## config.mk

```make
export PLATFORM = sky130hd
export DESIGN_NAME = gpio_irq_ctrl_wb
export DESIGN_NICKNAME = d
export VERILOG_FILES = /design/src/rtl/gpio_irq_pkg.sv /design/src/rtl/gpio_sync_debounce.sv /design/src/rtl/gpio_irq_ctrl_wb.sv
export SDC_FILE = /design/constraint.sdc
export NUM_CORES = 1
export LEC_CHECK = 0
export BUFFER_PORTS_ARGS = -buffer_cell sky130_fd_sc_hd__buf_2
export CAP_MARGIN = 0
export CORE_MARGIN = 8
export CORE_UTILIZATION = 60
export CTS_BUF_LIST = sky130_fd_sc_hd__clkbuf_4
export DETAILED_ROUTE_END_ITERATION = 16
export PLACE_DENSITY_LB_ADDON = 0.12
export SLEW_MARGIN = 20
export SYNTH_ARGS = -nofsm -noshare
export SYNTH_HDL_FRONTEND = slang
export SYNTH_SLANG_ARGS = --single-unit
```

## constraint.sdc

```tcl
create_clock -name WB_CLK -period 4.7 [get_ports WB_CLK]
set_input_delay 0.235 -clock WB_CLK [delete_from_list [all_inputs] [get_ports WB_CLK]]
set_output_delay 0.235 -clock WB_CLK [all_outputs]
set_load 0.02 [all_outputs]
```

## src/rtl/gpio_irq_pkg.sv

```systemverilog
// Register map, ID value and shared helpers for the Wishbone GPIO interrupt controller.
package gpio_irq_pkg;

  typedef logic [31:0] word_t;

  localparam logic [6:0] REG_IN       = 7'h00;
  localparam logic [6:0] REG_IRQ_EN   = 7'h04;
  localparam logic [6:0] REG_IRQ_TYPE = 7'h08;
  localparam logic [6:0] REG_IRQ_POL  = 7'h0C;
  localparam logic [6:0] REG_IRQ_STAT = 7'h10;
  localparam logic [6:0] REG_DEB_DIV  = 7'h14;
  localparam logic [6:0] REG_ID       = 7'h18;

  localparam word_t GPIO_IRQ_ID = 32'h0A1B_0001;

  localparam int unsigned DEB_HIST = 3;

  // Expand the four byte strobes into a 32-bit write mask.
  function automatic word_t lane_mask(input logic [3:0] be);
    word_t m;
    for (int unsigned b = 0; b < 4; b++) m[8*b +: 8] = {8{be[b]}};
    return m;
  endfunction

endpackage

```

## src/rtl/gpio_sync_debounce.sv

```systemverilog
// Pad synchronizer followed by a prescaled history debounce (present when GPIO_DEBOUNCE_EN is defined).
module gpio_sync_debounce
  import gpio_irq_pkg::*;
#(
  parameter int unsigned NUM_GPIO    = 32,
  parameter int unsigned SYNC_STAGES = 2,
  parameter int unsigned DIV_W       = 16
) (
  input  logic                clk,
  input  logic                rst,
  input  logic [DIV_W-1:0]    deb_div,
  input  logic                div_restart,
  input  logic [NUM_GPIO-1:0] gpio_in,
  output logic [NUM_GPIO-1:0] deb
);

  logic [NUM_GPIO-1:0] sync_q [SYNC_STAGES];
  logic [NUM_GPIO-1:0] deb_q;

  always_ff @(posedge clk) begin
    if (rst) begin
      for (int unsigned i = 0; i < SYNC_STAGES; i++) sync_q[i] <= '0;
    end else begin
      sync_q[0] <= gpio_in;
      for (int unsigned i = 1; i < SYNC_STAGES; i++) sync_q[i] <= sync_q[i-1];
    end
  end

`ifdef GPIO_DEBOUNCE_EN
  logic [DIV_W-1:0]    cnt_q;
  logic                tick;
  logic [NUM_GPIO-1:0] hist_q [DEB_HIST];
  logic [NUM_GPIO-1:0] all_one;
  logic [NUM_GPIO-1:0] any_one;

  assign tick = (cnt_q == deb_div);

  always_ff @(posedge clk) begin
    if (rst) begin
      cnt_q <= '0;
      for (int unsigned j = 0; j < DEB_HIST; j++) hist_q[j] <= '0;
    end else begin
      if (div_restart || tick) cnt_q <= '0;
      else                     cnt_q <= cnt_q + DIV_W'(1);
      if (tick) begin
        hist_q[0] <= sync_q[SYNC_STAGES-1];
        for (int unsigned j = 1; j < DEB_HIST; j++) hist_q[j] <= hist_q[j-1];
      end
    end
  end

  always_comb begin
    all_one = '1;
    any_one = '0;
    for (int unsigned j = 0; j < DEB_HIST; j++) begin
      all_one &= hist_q[j];
      any_one |= hist_q[j];
    end
  end

  // Unanimous history forces the bit; mixed history leaves it unchanged.
  always_ff @(posedge clk) begin
    if (rst) deb_q <= '0;
    else     deb_q <= all_one | (deb_q & any_one);
  end
`else
  logic unused_div;
  assign unused_div = ^{deb_div, div_restart};

  always_ff @(posedge clk) begin
    if (rst) deb_q <= '0;
    else     deb_q <= sync_q[SYNC_STAGES-1];
  end
`endif

  assign deb = deb_q;

endmodule

```

## src/rtl/gpio_irq_ctrl_wb.sv

```systemverilog
// Wishbone GPIO edge/level interrupt controller; debounce stage selected by GPIO_DEBOUNCE_EN.
module gpio_irq_ctrl_wb
  import gpio_irq_pkg::*;
#(
  parameter int unsigned NUM_GPIO    = 32,
  parameter int unsigned SYNC_STAGES = 2,
  parameter int unsigned DIV_W       = 16
) (
  input  logic                WB_CLK,
  input  logic                WB_RST,
  input  logic [6:0]          WBs_ADR,
  input  logic                WBs_CYC,
  input  logic [3:0]          WBs_BYTE_STB,
  input  logic                WBs_WE,
  input  logic                WBs_STB,
  input  logic [31:0]         WBs_WR_DAT,
  output logic [31:0]         WBs_RD_DAT,
  output logic                WBs_ACK,
  input  logic [NUM_GPIO-1:0] GPIO_i,
  output logic                Intr_o
);

`ifdef GPIO_DEBOUNCE_EN
  localparam word_t ID_VAL = GPIO_IRQ_ID;
`else
  localparam word_t ID_VAL = GPIO_IRQ_ID & 32'hFFFF_FF00;
`endif

  logic                ack_q;
  logic                intr_q;
  word_t               rd_q;
  word_t               rd_mux;
  word_t               wmask;
  word_t               wdat;
  logic [6:0]          addr;
  logic                req;
  logic                wr;
  logic                rd;
  logic                div_wr;
  logic [DIV_W-1:0]    div_q;
  logic [NUM_GPIO-1:0] en_q;
  logic [NUM_GPIO-1:0] type_q;
  logic [NUM_GPIO-1:0] pol_q;
  logic [NUM_GPIO-1:0] stat_q;
  logic [NUM_GPIO-1:0] deb;
  logic [NUM_GPIO-1:0] deb_prev_q;
  logic [NUM_GPIO-1:0] edge_hit;
  logic [NUM_GPIO-1:0] stat_view;
  logic [NUM_GPIO-1:0] w1c;
  logic                unused_adr;

  assign unused_adr = ^WBs_ADR[1:0];

  assign req    = WBs_CYC & WBs_STB & ~ack_q;
  assign wr     = req & WBs_WE;
  assign rd     = req & ~WBs_WE;
  assign addr   = {WBs_ADR[6:2], 2'b00};
  assign wmask  = lane_mask(WBs_BYTE_STB);
  assign wdat   = WBs_WR_DAT & wmask;
  assign div_wr = wr && (addr == REG_DEB_DIV);

  gpio_sync_debounce #(
    .NUM_GPIO    (NUM_GPIO),
    .SYNC_STAGES (SYNC_STAGES),
    .DIV_W       (DIV_W)
  ) u_sync_deb (
    .clk         (WB_CLK),
    .rst         (WB_RST),
    .deb_div     (div_q),
    .div_restart (div_wr),
    .gpio_in     (GPIO_i),
    .deb         (deb)
  );

  // Level bits report the live pin condition; edge bits report the sticky flop.
  always_comb begin
    edge_hit  = type_q & ((pol_q & deb & ~deb_prev_q) | (~pol_q & ~deb & deb_prev_q));
    stat_view = (type_q & stat_q) | (~type_q & ~(pol_q ^ deb));
    w1c       = (wr && (addr == REG_IRQ_STAT)) ? (wdat[NUM_GPIO-1:0] & type_q) : '0;
  end

  always_comb begin
    rd_mux = '0;
    case (addr)
      REG_IN:       rd_mux = 32'(deb);
      REG_IRQ_EN:   rd_mux = 32'(en_q);
      REG_IRQ_TYPE: rd_mux = 32'(type_q);
      REG_IRQ_POL:  rd_mux = 32'(pol_q);
      REG_IRQ_STAT: rd_mux = 32'(stat_view);
      REG_DEB_DIV:  rd_mux = 32'(div_q);
      REG_ID:       rd_mux = ID_VAL;
      default:      rd_mux = '0;
    endcase
  end

  always_ff @(posedge WB_CLK) begin
    if (WB_RST) begin
      ack_q      <= 1'b0;
      rd_q       <= '0;
      intr_q     <= 1'b0;
      en_q       <= '0;
      type_q     <= '0;
      pol_q      <= '0;
      stat_q     <= '0;
      deb_prev_q <= '0;
    end else begin
      ack_q      <= req;
      rd_q       <= rd ? rd_mux : '0;
      deb_prev_q <= deb;
      stat_q     <= (stat_q & ~w1c) | edge_hit;
      intr_q     <= |(stat_view & en_q);
      if (wr) begin
        case (addr)
          REG_IRQ_EN:   en_q   <= (en_q   & ~wmask[NUM_GPIO-1:0]) | wdat[NUM_GPIO-1:0];
          REG_IRQ_TYPE: type_q <= (type_q & ~wmask[NUM_GPIO-1:0]) | wdat[NUM_GPIO-1:0];
          REG_IRQ_POL:  pol_q  <= (pol_q  & ~wmask[NUM_GPIO-1:0]) | wdat[NUM_GPIO-1:0];
          default: ;
        endcase
      end
    end
  end

`ifdef GPIO_DEBOUNCE_EN
  always_ff @(posedge WB_CLK) begin
    if (WB_RST)      div_q <= '0;
    else if (div_wr) div_q <= (div_q & ~wmask[DIV_W-1:0]) | wdat[DIV_W-1:0];
  end
`else
  assign div_q = '0;
`endif

  assign WBs_ACK    = ack_q;
  assign WBs_RD_DAT = rd_q;
  assign Intr_o     = intr_q;

endmodule

```

==> results of run 1 <==
-- logic make-up (layout without fill, tap and decap cells) --
logic type	Yosys count	after routing	synth area share (%)
buffers and inverters	144	378	4.90
AOI/OAI and AO/OA	301	301	15.5
DFF	290	290	48.9
other	0	1	0
and+or+nand+nor	522	522	21.0
muxes	32	32	3.03
adders and majority gates	64	64	6.74
-- power groups by stage --
stage | combinational, mW | sequential, mW | clock (mW)
after floorplan | 0.112 | 2.56 | 0
after global placement | 0.186 | 2.56 | 0
after detailed placement | 0.189 | 2.57 | 0
after CTS | 0.233 | 2.51 | 2.04
after global routing | 0.259 | 2.51 | 2.16
final | 0.237 | 2.51 | 1.99
-- through the flow --
step           hold slack [ns]  power, mW  util (%)  std cells
6_report                 0.105       4.74      72.5       1853
5_1_grt                  0.104       4.93      72.5       1853
4_1_cts                 0.0477       4.79      72.5       1852
3_5_place_dp             0.420       2.75      64.8       1670
3_3_place_gp             0.415       2.75      64.8       1670
2_1_floorplan            0.322       2.67         -       1353
-- cell type report --
cell class / count / area share (%)
Clock buffer: 109 / 5.80
Sequential cell: 290 / 41.1
Timing Repair Buffer: 190 / 9.37
Multi-Input combinational cell: 919 / 39.2
Tap cell: 265 / 2.35
Inverter: 72 / 1.91
Antenna cell: 1 / 0.0177
Clock inverter: 7 / 0.195
-- critical path, cell delays in order, from the launching register on --
cell and delay (ns):
dfxtp_1 0.33, nand4b_1 0.45, nor3_4 0.96, nand2_1 0.48, nand2_1 0.20, a21oi_1 0.08
-- per-layer routing --
layer	vias up	track usage, %	share of wire (%)
met1	4788	31.7	42
met3	56	4.83	7.8
li1	5020	-	-
met5	-	0	0
met2	380	41.7	49
met4	0	9.34	1.9
-- path summary, 6_finish.rpt --
check / end / slack (ns) / cells after the start
hold reg to reg: u_sync_deb.deb[18]$_SDFF_PP0_ / 0.42 / 1
hold / removal: register / 0.10 / 3
setup reg to reg: register / 2.04 / 5
setup / recovery: register / 2.04 / 5
-- cells in the final DEF (no fill, tap or decap), drive strengths merged, types with 6 or more instances in the layout --
cell type,count
a21o,30
a21oi,150
a221oi,8
a222oi,26
a22oi,17
a31oi,25
and2,12
buf,123
clkbuf,110
clkinv,6
dfxtp,290
dlygate4sd3,66
ha,64
inv,73
mux2,32
nand2,216
nand2b,22
nand3,103
nor2,60
nor2b,96
o21ai,37
==> results.cfg, run 1 <==
[setup_path]
worstPathMaxFanout = 21
cp-startpoint = WBs_ACK$_SDFF_PP0_
r2r-start = WBs_ACK$_SDFF_PP0_
required_ns = 5.21
arrival_ns = 3.17
path_class = register to register
setup.worst_path.end_class = register
cp-start-kind = register

[pwr]
power_frac_clock_pct = 42.0
peakVddDrop_v = 0.000237
internal_power_mw = 3.65
power.density_nw_per_um2 = 336
p_switching_mw = 1.10
combPwrFrac_pct = 5.0
switching_share_pct = 23.1
power.leakage_nw = 5.48
seqPwrFrac_pct = 53.0

[logic_synthesis]
yosys.area.top_type_share_pct = 48.9
synth_edf_count = 0
synth_cells = 1353
synthTopCellsByArea = dfxtp_1, nand2_1, ha_1, a21oi_1, nor2b_1
synthDominantAreaCellType = dfxtp_1
ys_types = 35
syn-cell-area_sq_um = 11900
synth-seq-cells = 290
synth.avg_cell_area_sq_um = 8.78
ys_warn_count = 0
synth_common_cells = dfxtp_1, nand2_1, a21oi_1
syn_nets = 1497
synthArstFlopShare_pct = 0
synth.most_common_cell = dfxtp_1
ys.flop_type = dfxtp_1
seq_area_frac_synth_pct = 48.9

[placement]
io_buffers = 111
place.detailed.hpwl_um = 18700
gp_congestion = 0.857
place_area_sq_um = 12600
place_ws_ns = 1.83

[hold_path]
hold_path_startpoint = WBs_BYTE_STB[3]
worstHoldPathType = input pin to register

[die]
coreArea_sq_um = 19500
die_h_um = 157
io_pins = 114
die_width_um = 157
dieArea_sq_um = 24600
initial_core_util_pct = 61.0
rows = 51

[sta]
worst_slack_ns = 2.04
period_share_pct = 56.6
finalHoldViolCount = 0
slew_headroom_pct = 25.4
drv_slew = 0
setup_viol = 0
fmax_mhz = 376
worst_pin_slew_ns = 1.12
finalClockSkew_ns = 0.0214
finalCriticalPeriod_ns = 2.66
rsz0062_at_grt = false
setup_tns_ns = 0

[layout]
areaGrowthSynthToFinish_pct = 18.8
seqCellArea_sq_um = 5810
layout-drive-gt1-share_pct = 17.4
final_nets = 1691
fillers = 1521
design_area_sq_um = 14100
multi_input_area_sq_um = 5540

[route]
wl_um = 30800
drt_iter0_drc = 1015
remaining_drc_errors = 0
viasPerCell = 5.53
num_vias = 10200
postRouteAntennaNets = 0
firstDrtPassIters = 5
wl_per_cell_um = 16.6

[clock_tree]
path_clk_slew_ns = 0.06
clock_path_buffers = 3
cts-buffers-inserted = 74
clock_latency_ns = 0.65
cts_tree = yes
cts-htree-levels = 3
post_cts_resized = 0
cts_sinks = 290
postCtsHoldBufs = 66
root_buffer = clkbuf_4
cts_setup_buffers = 0

[grt]
grt_pass1_vias = 10000
grt_use_total_pct = 25.0
grt_overflow_total = 0
grt_pass1_wl_um = 49400
antenna_found_initial = 1
grt_max_degree = 94

[job]
max_cap_viol_count = 0

[status]
status = finished, final reports clean
(Power assumes the default switching activity.)
==> inputs of run 2 (changes only) <==
--- a/config.mk
+++ b/config.mk
@@ -5,10 +5,11 @@
 export SDC_FILE = /design/constraint.sdc
 export NUM_CORES = 1
 export LEC_CHECK = 0
+export ABC_AREA = 1
 export BUFFER_PORTS_ARGS = -buffer_cell sky130_fd_sc_hd__buf_2
 export CAP_MARGIN = 0
 export CORE_MARGIN = 8
-export CORE_UTILIZATION = 60
+export CORE_UTILIZATION = 55
 export CTS_BUF_LIST = sky130_fd_sc_hd__clkbuf_4
 export DETAILED_ROUTE_END_ITERATION = 16
 export PLACE_DENSITY_LB_ADDON = 0.12
==> constraint.sdc (replaced) <==
create_clock -name WB_CLK -period 2.25 [get_ports WB_CLK]
set_input_delay 0.1125 -clock WB_CLK [delete_from_list [all_inputs] [get_ports WB_CLK]]
set_output_delay 0.1125 -clock WB_CLK [all_outputs]
set_load 0.02 [all_outputs]
==> run 2 against run 1 <==
  * Non-clock buffer count is 8 higher
  * Core utilization decreased by 6.4 points
  * First-iteration DRC count is 34% lower
  * Combinational power is 130% higher
  * Fmax up 29%
  * Clock skew up 0.0089 ns
  * Clock power rose by 120%
  * Synthesized area up 1.0%
  * Sequential power up 110%
  * Die area rose by 9.2%
  * Cell count grew 11%
  * Hold slack better by 0.040 ns
  * Highest routed layer unchanged
==> results.cfg, run 2 <==
[logic_synthesis]
synth-seq-cells = 290
synth_common_cells = dfxtp_1, inv_1, nor2_1
syn-cell-area_sq_um = 12000
synth.most_common_cell = dfxtp_1
ys_warn_count = 0
synth_cells = 1518
synthArstFlopShare_pct = 0
synthTopCellsByArea = dfxtp_1, inv_1, a21oi_1, ha_1, nor2_1
synthDominantAreaCellType = dfxtp_1
ys_types = 32
synth.avg_cell_area_sq_um = 7.91
yosys.area.top_type_share_pct = 48.4
synth_edf_count = 0
syn_nets = 1662
seq_area_frac_synth_pct = 48.4
ys.flop_type = dfxtp_1

[layout]
design_area_sq_um = 14300
areaGrowthSynthToFinish_pct = 19.2
layout_common_cells = dfxtp_1, inv_1, nor2_1, a21oi_1, nand2_1
final_common_cell = dfxtp_1
fin_util_pct = 66.2
layout-drive-gt1-share_pct = 15.1
fillers = 1935
final_nets = 1873

[job]
max_cap_viol_count = 0

[placement]
place_area_sq_um = 12600
place.detailed.hpwl_um = 18600
place_ws_ns = 0.525
io_buffers = 111
gp_congestion = 0.835

[route]
remaining_drc_errors = 0
drt_iter0_drc = 672
postRouteAntennaNets = 0
num_vias = 10400
wl_per_cell_um = 14.4
firstDrtPassIters = 7
viasPerCell = 5.06
wl_um = 29800

[clock_tree]
path_clk_slew_ns = 0.06
clock_latency_ns = 0.67
cts-htree-levels = 3
cts-buffers-inserted = 76
postCtsHoldBufs = 74
cts_setup_buffers = 0
post_cts_resized = 0
cts_tree = yes
root_buffer = clkbuf_4
cts_sinks = 290
clock_path_buffers = 3

[setup_path]
cp-start-kind = register
worstPathMaxFanout = 20
arrival_ns = 2.60
setup.worst_path.end_class = register
path_class = register to register
required_ns = 2.79

[sta]
drv_slew = 0
finalClockSkew_ns = 0.0303
slew_headroom_pct = 56.7
setup_viol = 0
finalCriticalPeriod_ns = 2.06
period_share_pct = 91.5
finalHoldViolCount = 0
fmax_mhz = 486
setup_tns_ns = 0
worst_slack_ns = 0.190
worst_pin_slew_ns = 0.649
rsz0062_at_grt = false

[die]
dieArea_sq_um = 26800
rows = 54
die_width_um = 164
die_h_um = 164
io_pins = 114
initial_core_util_pct = 55.5
coreArea_sq_um = 21600

[grt]
antenna_found_initial = 3
grt_max_degree = 115
grt_use_total_pct = 22.4
grt_pass1_wl_um = 48600
grt_pass1_vias = 10200
grt_overflow_total = 0

[hold_path]
worstHoldPathType = input pin to register

[pwr]
peakVddDrop_v = 0.000437
power.density_nw_per_um2 = 708
power.leakage_nw = 6.22
total_power_mw = 10.1

[status]
status = finished, final reports clean
run 2: cell count changes in the layout (fill, tap and decap cells not counted), sizes merged, moves of 31 or more:
cell   change
o22ai     +35
nand4     +34
nand3     -89
nand2     -31
nor2     +126
nor2b     -96
inv      +201
mux2      -32
o21ai    +140
a21oi     +31
run 2: path summary, 6_finish.rpt:
kind / cells after the start / slack, ns / start / to
worst max-delay path: 8 / 0.19 / WBs_ACK$_SDFF_PP0_ / stat_q[27]$_SDFF_PP0_
worst min-delay path: 5 / 0.14 / WBs_STB / register
worst max register to register: 8 / 0.19 / WBs_ACK$_SDFF_PP0_ / stat_q[27]$_SDFF_PP0_
worst min register to register: 2 / 0.40 / u_sync_deb.sync_q[0][30]$_SDFF_PP0_ / u_sync_deb.sync_q[1][30]$_SDFF_PP0_
run 2: layout make-up:
cell class,count,area (sq um),area share (%)
clock buffers,107,803,5.62
diodes,3,7.51,0.0525
repair buffers,198,1420,9.94
well taps,280,350,2.45
flip-flops and latches,290,5810,40.6
inverters,271,1020,7.13
clock inverters,21,105,0.735
multi-input cells,892,4790,33.5
run 2: layer usage:
layer	vias up	global-route usage (%)	wire length (um)
li1	5318	-	-
met1	4779	28.0	13300
met2	289	37.7	14000
met3	50	4.84	1870
met4	0	7.73	568
met5	-	0	0
run 2: stage by stage:
step | cells | hold slack [ns]
4_1_cts | 2059 | 0.0965
3_5_place_dp | 1857 | 0.319
6_report | 2062 | 0.145
5_1_grt | 2062 | 0.112
3_3_place_gp | 1857 | 0.312
2_1_floorplan | 1518 | 0.219
run 2: worst max-delay path, cell delays in order (launching register included):
cell and delay (ns):
dfxtp_1 0.31, inv_1 0.10, nand4_4 0.19, nor3_4 0.18, buf_4 0.35, nand4_1 0.13, nand2_1 0.09, a21oi_1 0.05
dlygate4sd3_1 0.55
run 2: where the power goes:
group	leakage, nW	total [mW]	internal (mW)	switching, mW
clock network	0.549	4.33	2.29	2.03
registers	2.35	5.25	5.22	0.0320
logic	3.31	0.547	0.223	0.323
run 2: logic make-up (layout without fill, tap and decap cells):
logic type      count (synthesis)  after routing  share of synthesized area (%)
other cells                     0              3                              0
simple gates                  426            426                           15.8
flops                         290            290                           48.4
buf+inv                       336            597                           11.7
compound gates                402            402                           17.4
fa+ha+maj                      64             64                           6.67
